<file path="src/rtl/card_pkg.sv">
// Shared constants, FSM encoding and rank helpers for the card dealer and hand accumulators.
package card_pkg;

    localparam int unsigned NUM_RANKS = 13;
    localparam int unsigned NUM_SUITS = 4;
    localparam int unsigned DECK_SIZE = 52;

    typedef enum logic [1:0] {
        StIdle   = 2'd0,
        StSearch = 2'd1,
        StDone   = 2'd2
    } dealer_state_e;

    // Blackjack value of a rank 1..13; face cards count 10, Ace counts 1.
    function automatic logic [3:0] rank_to_points(input logic [3:0] rank);
        return (rank > 4'd10) ? 4'd10 : rank;
    endfunction

    // Folds a 4-bit seed nibble 0..15 onto rank index 0..12.
    function automatic logic [3:0] seed_to_idx(input logic [3:0] nibble);
        return (nibble <= 4'd12) ? nibble : nibble - 4'd13;
    endfunction

endpackage

</file>
<file path="src/rtl/deck_store.sv">
// Per-rank card counters plus the running total of cards left in the deck.
module deck_store
    import card_pkg::*;
(
    input  logic       clk_i,
    input  logic       rst_ni,
    input  logic       refill_i,
    input  logic       dec_i,
    input  logic [3:0] idx_i,
    output logic [2:0] count_o,
    output logic [5:0] remaining_o
);

    localparam logic [2:0] FullCount = 3'(NUM_SUITS);
    localparam logic [5:0] FullDeck  = 6'(DECK_SIZE);

    logic [2:0] cnt_q [NUM_RANKS];
    logic [2:0] cnt_d [NUM_RANKS];
    logic [5:0] rem_q, rem_d;

    logic idx_ok;
    assign idx_ok = (idx_i < 4'(NUM_RANKS));

    always_comb begin
        cnt_d = cnt_q;
        rem_d = rem_q;
        if (refill_i) begin
            for (int r = 0; r < NUM_RANKS; r++) begin
                cnt_d[r] = FullCount;
            end
            rem_d = FullDeck;
        end else if (dec_i && idx_ok) begin
            cnt_d[idx_i] = cnt_q[idx_i] - 3'd1;
            rem_d        = rem_q - 6'd1;
        end
    end

    always_ff @(posedge clk_i) begin
        if (!rst_ni) begin
            for (int r = 0; r < NUM_RANKS; r++) begin
                cnt_q[r] <= FullCount;
            end
            rem_q <= FullDeck;
        end else begin
            cnt_q <= cnt_d;
            rem_q <= rem_d;
        end
    end

    assign count_o     = idx_ok ? cnt_q[idx_i] : 3'd0;
    assign remaining_o = rem_q;

endmodule

</file>
<file path="src/rtl/card_dealer.sv">
// Deals one card per request from a single deck, probing upward from a seeded rank
// until a rank with cards left is found.
module card_dealer
    import card_pkg::*;
#(
    parameter int unsigned WIDTH = 12
) (
    input  logic             clk_50M,
    input  logic             i_Reset,
    input  logic [WIDTH-1:0] i_Seed,
    input  logic             i_Req,
    input  logic             i_Shuffle,
    output logic [3:0]       o_Card,
    output logic [3:0]       o_Points,
    output logic             o_Valid,
    output logic             o_Busy,
    output logic             o_Empty,
    output logic [5:0]       o_Remaining
);

    dealer_state_e state_q, state_d;
    logic [3:0]    idx_q, idx_d;
    logic [3:0]    card_q, card_d;
    logic [3:0]    points_q, points_d;
    logic [2:0]    rank_count;
    logic          dec_en;

    // Only the low nibble of the seed is used.
    if (WIDTH > 4) begin : g_seed_unused
        logic unused_seed;
        assign unused_seed = ^i_Seed[WIDTH-1:4];
    end

    deck_store u_deck_store (
        .clk_i       (clk_50M),
        .rst_ni      (i_Reset),
        .refill_i    (i_Shuffle),
        .dec_i       (dec_en),
        .idx_i       (idx_q),
        .count_o     (rank_count),
        .remaining_o (o_Remaining)
    );

    assign o_Empty = (o_Remaining == 6'd0);

    always_ff @(posedge clk_50M) begin
        if (!i_Reset) begin
            state_q  <= StIdle;
            idx_q    <= 4'd0;
            card_q   <= 4'd0;
            points_q <= 4'd0;
        end else begin
            state_q  <= state_d;
            idx_q    <= idx_d;
            card_q   <= card_d;
            points_q <= points_d;
        end
    end

    always_comb begin
        state_d  = state_q;
        idx_d    = idx_q;
        card_d   = card_q;
        points_d = points_q;
        if (i_Shuffle) begin
            state_d = StIdle;
        end else begin
            unique case (state_q)
                StIdle: begin
                    if (i_Req && !o_Empty) begin
                        idx_d   = seed_to_idx(i_Seed[3:0]);
                        state_d = StSearch;
                    end
                end
                StSearch: begin
                    if (rank_count != 3'd0) begin
                        card_d   = idx_q + 4'd1;
                        points_d = rank_to_points(idx_q + 4'd1);
                        state_d  = StDone;
                    end else begin
                        idx_d = (idx_q == 4'(NUM_RANKS - 1)) ? 4'd0 : idx_q + 4'd1;
                    end
                end
                StDone:  state_d = StIdle;
                default: state_d = StIdle;
            endcase
        end
    end

    // A shuffle overrides the deal, so it also masks the pulse and the decrement.
    always_comb begin
        dec_en  = (state_q == StSearch) && (rank_count != 3'd0) && !i_Shuffle;
        o_Valid = (state_q == StDone) && !i_Shuffle;
        o_Busy  = (state_q != StIdle);
    end

    assign o_Card   = card_q;
    assign o_Points = points_q;

endmodule

</file>
<file path="config.mk">
export PLATFORM = sky130hd
export DESIGN_NAME = card_dealer
export DESIGN_NICKNAME = d
export VERILOG_FILES = /design/src/rtl/card_pkg.sv /design/src/rtl/deck_store.sv /design/src/rtl/card_dealer.sv
export SDC_FILE = /design/constraint.sdc
export NUM_CORES = 1
export LEC_CHECK = 0
export ABC_AREA = 1
export BUFFER_PORTS_ARGS = -buffer_cell sky130_fd_sc_hd__buf_2
export CORE_MARGIN = 4
export CORE_UTILIZATION = 35
export DETAILED_ROUTE_END_ITERATION = 16
export PLACE_DENSITY_LB_ADDON = 0.3
export SETUP_SLACK_MARGIN = 0.2
export SLEW_MARGIN = 10
export SYNTH_ARGS = -nofsm -noshare
export SYNTH_HDL_FRONTEND = slang
export SYNTH_SLANG_ARGS = --single-unit
</file>
<file path="constraint.sdc">
create_clock -name clk_50M -period 2.8 [get_ports clk_50M]
set_input_delay 0.28 -clock clk_50M [delete_from_list [all_inputs] [get_ports clk_50M]]
set_output_delay 0.28 -clock clk_50M [all_outputs]
set_load 0.05 [all_outputs]
</file>
==> impl_results.md <==
- Worst setup SP type: register
- Synthesis-stage register bit count: 59
- Die footprint: 0.0111 sq mm
- PwrDens: 538 mW/mm^2
- Top_reg_cell synth: dfxtp_1
- GRT met3 Usage: 0.0398
- Top-count cell post-synth: nand2_1
- Critical path class: reg -> reg
- Cell count after synthesis: 523
- Fin. Hold Viols: 0
- Ant. Diodes: 0
- DRC errors left: 0
- M1 GR Usage: 0.205
- Port Buffers: 24
- Non-filler cells, final: 681
- DRT antenna net count: 0
- Worst hold path class: in -> reg
- Largest area contributor in the netlist: dfxtp_1
- Root buf cell: clkbuf_8
- Total Routed Length: 8.07 mm
- FP Rows: 35
- GPL Wtd Cong: 0.788
- Fmax: 443 MHz
- Seq pwr share: 0.428
- Final Hold Slack: 0.226 ns
- Critical Path AT: 2.50 ns
- Critical Path RT: 3.04 ns
- Initial Util: 0.359
- Clock sink count: 59
- Layout area overhead: 13.2%
- CORE AREA: 0.00924 sq mm
- First-pass DRT Iterations: 4
- Vias in the first global route: 2965
- Clk slew on worst S/H paths: 0.07 ns
- EDFF count, synth: 0
- Syn Nets: 548
- Total track usage: 0.152
- Die height: 105 microns
- Grt total ovfl: 0
- Clock Tree Buf Depth: 2
- Count of max-cap constraint violations: 0
- Crit Path Max Fanout: 14
- Psw: 654 uW
- RSZ-0062 raised after global routing: false
- Worst Tran Pin Value: 0.498 ns
- Pre-CTS setup slack: 0.441 ns
- Clk_lat worst skew: 0.34 ns
- Outcome: finished clean
- Layout Skew: 0.0113 ns
- Synth unique cells: 30
- Crit share post-route: 0.807
- Largest net degree at the start of global routing: 45
- Fin crit period: 2.26 ns
- # IOs: 33
- Share of the synthesized area in the top cell type: 0.356
- Die width: 105 microns
- Synth async-reset ratio: 0
- # setup viols final: 0
- Synth top cells by count: nand2_1, nor2_1, inv_1
- Sequential share of the synthesized area: 0.356
- Total power draw: 2.02 mW
- Cells on worst reg2reg path: 13
- Met2 usage: 0.242
- Max_slew headroom: 0.668
- Mapped Area: 0.00332 sq mm
- Slew Limit Fails: 0
- # nets final: 572
- Initial antenna violation count: 0
- Dpl cells: 665
- Yosys warning count: 0
- Logic gate share of total power: 0.181
- Total number of vias: 3154
- P_leak: 2.06 nW
- Setup crit end kind: register
- Via-to-Cell Ratio: 4.63
- Sw Ratio: 0.324
- Internal Power: 1.37 mW
- H-tree levels: 3
- Clk pwr share: 0.391
- HPWL after detailed placement: 5.62 mm
- Layer with the highest usage: met2
- TNS Setup: 0 ns
- CTS buffer count: 9
- Wire per inst: 11.8 microns
- Final WS setup: 0.542 ns
- Worst IR Drop VDD: 0.000281 V
- CTS tree: done
- Hold Path Depth: 3
- Syn Area/Cell: 6.35 sq um
- DRT iter0 DRCs: 169
- First-pass GRT wire length: 13.9 mm
- Synth area leaders: dfxtp_1, nand2_1, nor2_1
- Layout cells sized above 1: 0.120
[worst paths after layout]
kind               startpoint                      to  slack [ns]
setup / recovery     idx_q[0]  u_deck_store.cnt_q[10]        0.54
hold / removal        i_Reset                idx_q[0]        0.23
setup reg to reg     idx_q[0]  u_deck_store.cnt_q[10]        0.54
hold reg to reg   o_Points[3]             o_Points[3]        0.47
[worst max-delay path, stage by stage (launching register included)]
cell and delay, ns:
dfxtp_1 0.40, buf_4 0.25, nand2_1 0.07, nand3_1 0.12, nand2_1 0.07, nand2_1 0.06
nand2_1 0.07, o21ai_1 0.16, nand3_2 0.27, buf_4 0.28, nand4_1 0.19, nand2_1 0.09
nand2_1 0.07, nor2_1 0.04
[through the flow]
stage | util | area [sq um]
finish | 0.407 | 3760
detailed placement | 0.384 | 3550
global placement | 0.384 | 3550
floorplan | - | 3320
CTS | 0.406 | 3750
global route | 0.407 | 3760
[registers in the layout, indices dropped and copies added, names as in the netlist]
register and flops:
u_deck_store.remaining_o 6, idx_q 4, u_deck_store.cnt_q 39, o_Card 4
o_Points 4, state_q 2
[layout make-up]
type,instances,area (sq um)
repair buffers,33,188
fillers,1009,5480
well taps,129,161
flip-flops and latches,59,1180
clock buffers,9,124
inverters,71,272
multi-input cells,373,1750
clock inverters,7,77.6
[cells in the final DEF, fill, tap and decap left out]
cell        instances
nand2_1           164
nand3_2             1
o22ai_1             2
nand2_2             1
nor3_1              2
buf_4               9
o21bai_1            1
inv_4               2
o31ai_1             1
clkbuf_8            9
bufinv_16           1
a21oi_1            13
nand4_1             6
o211ai_1            2
clkinvlp_4          1
nor3_2              1
inv_1              66
ha_1                9
clkinv_4            3
inv_2               2
inv_6               1
xnor2_1             4
o21ai_1             2
nand3_1            53
nor2_2              1
clkinv_1            1
nand4_2             8
xor2_1              4
nor2_1             90
o21ai_0             6
a31oi_1             1
clkinv_2            1
buf_2              24
dfxtp_1            59
nand3_4             1
[layer usage]
metal | vias to the layer above | wire length (microns)
met3 | 7 | 332
met5 | - | 0
li1 | 1666 | -
met2 | 72 | 3650
met4 | 0 | 104
met1 | 1409 | 3980
[logic make-up (layout without fill, tap and decap cells)]
logic type      after synthesis  count (layout)  synth area share
flops                        59              59             0.356
buf+inv                      91             120             0.117
simple gates                328             328             0.426
compound gates               28              28            0.0464
fa+ha+maj                     9               9            0.0339
xor+xnor                      8               8            0.0211
[what timing repair did]
action	in CTS	in global routing
endpoints found under the hold margin	0	0
endpoints found under the setup margin	0	2
hold buffers	0	0
resized for setup	0	4
buffers inserted	0	0
[power groups by stage]
stage               registers, mW  clock network (mW)  logic [mW]
floorplan                   0.894                   0       0.256
global placement            0.882                   0       0.363
detailed placement          0.882                   0       0.366
CTS                         0.863               0.807       0.368
global route                0.866               0.848       0.406
finish                      0.863               0.790       0.366
No activity file was read; power rests on OpenSTA's default activity.
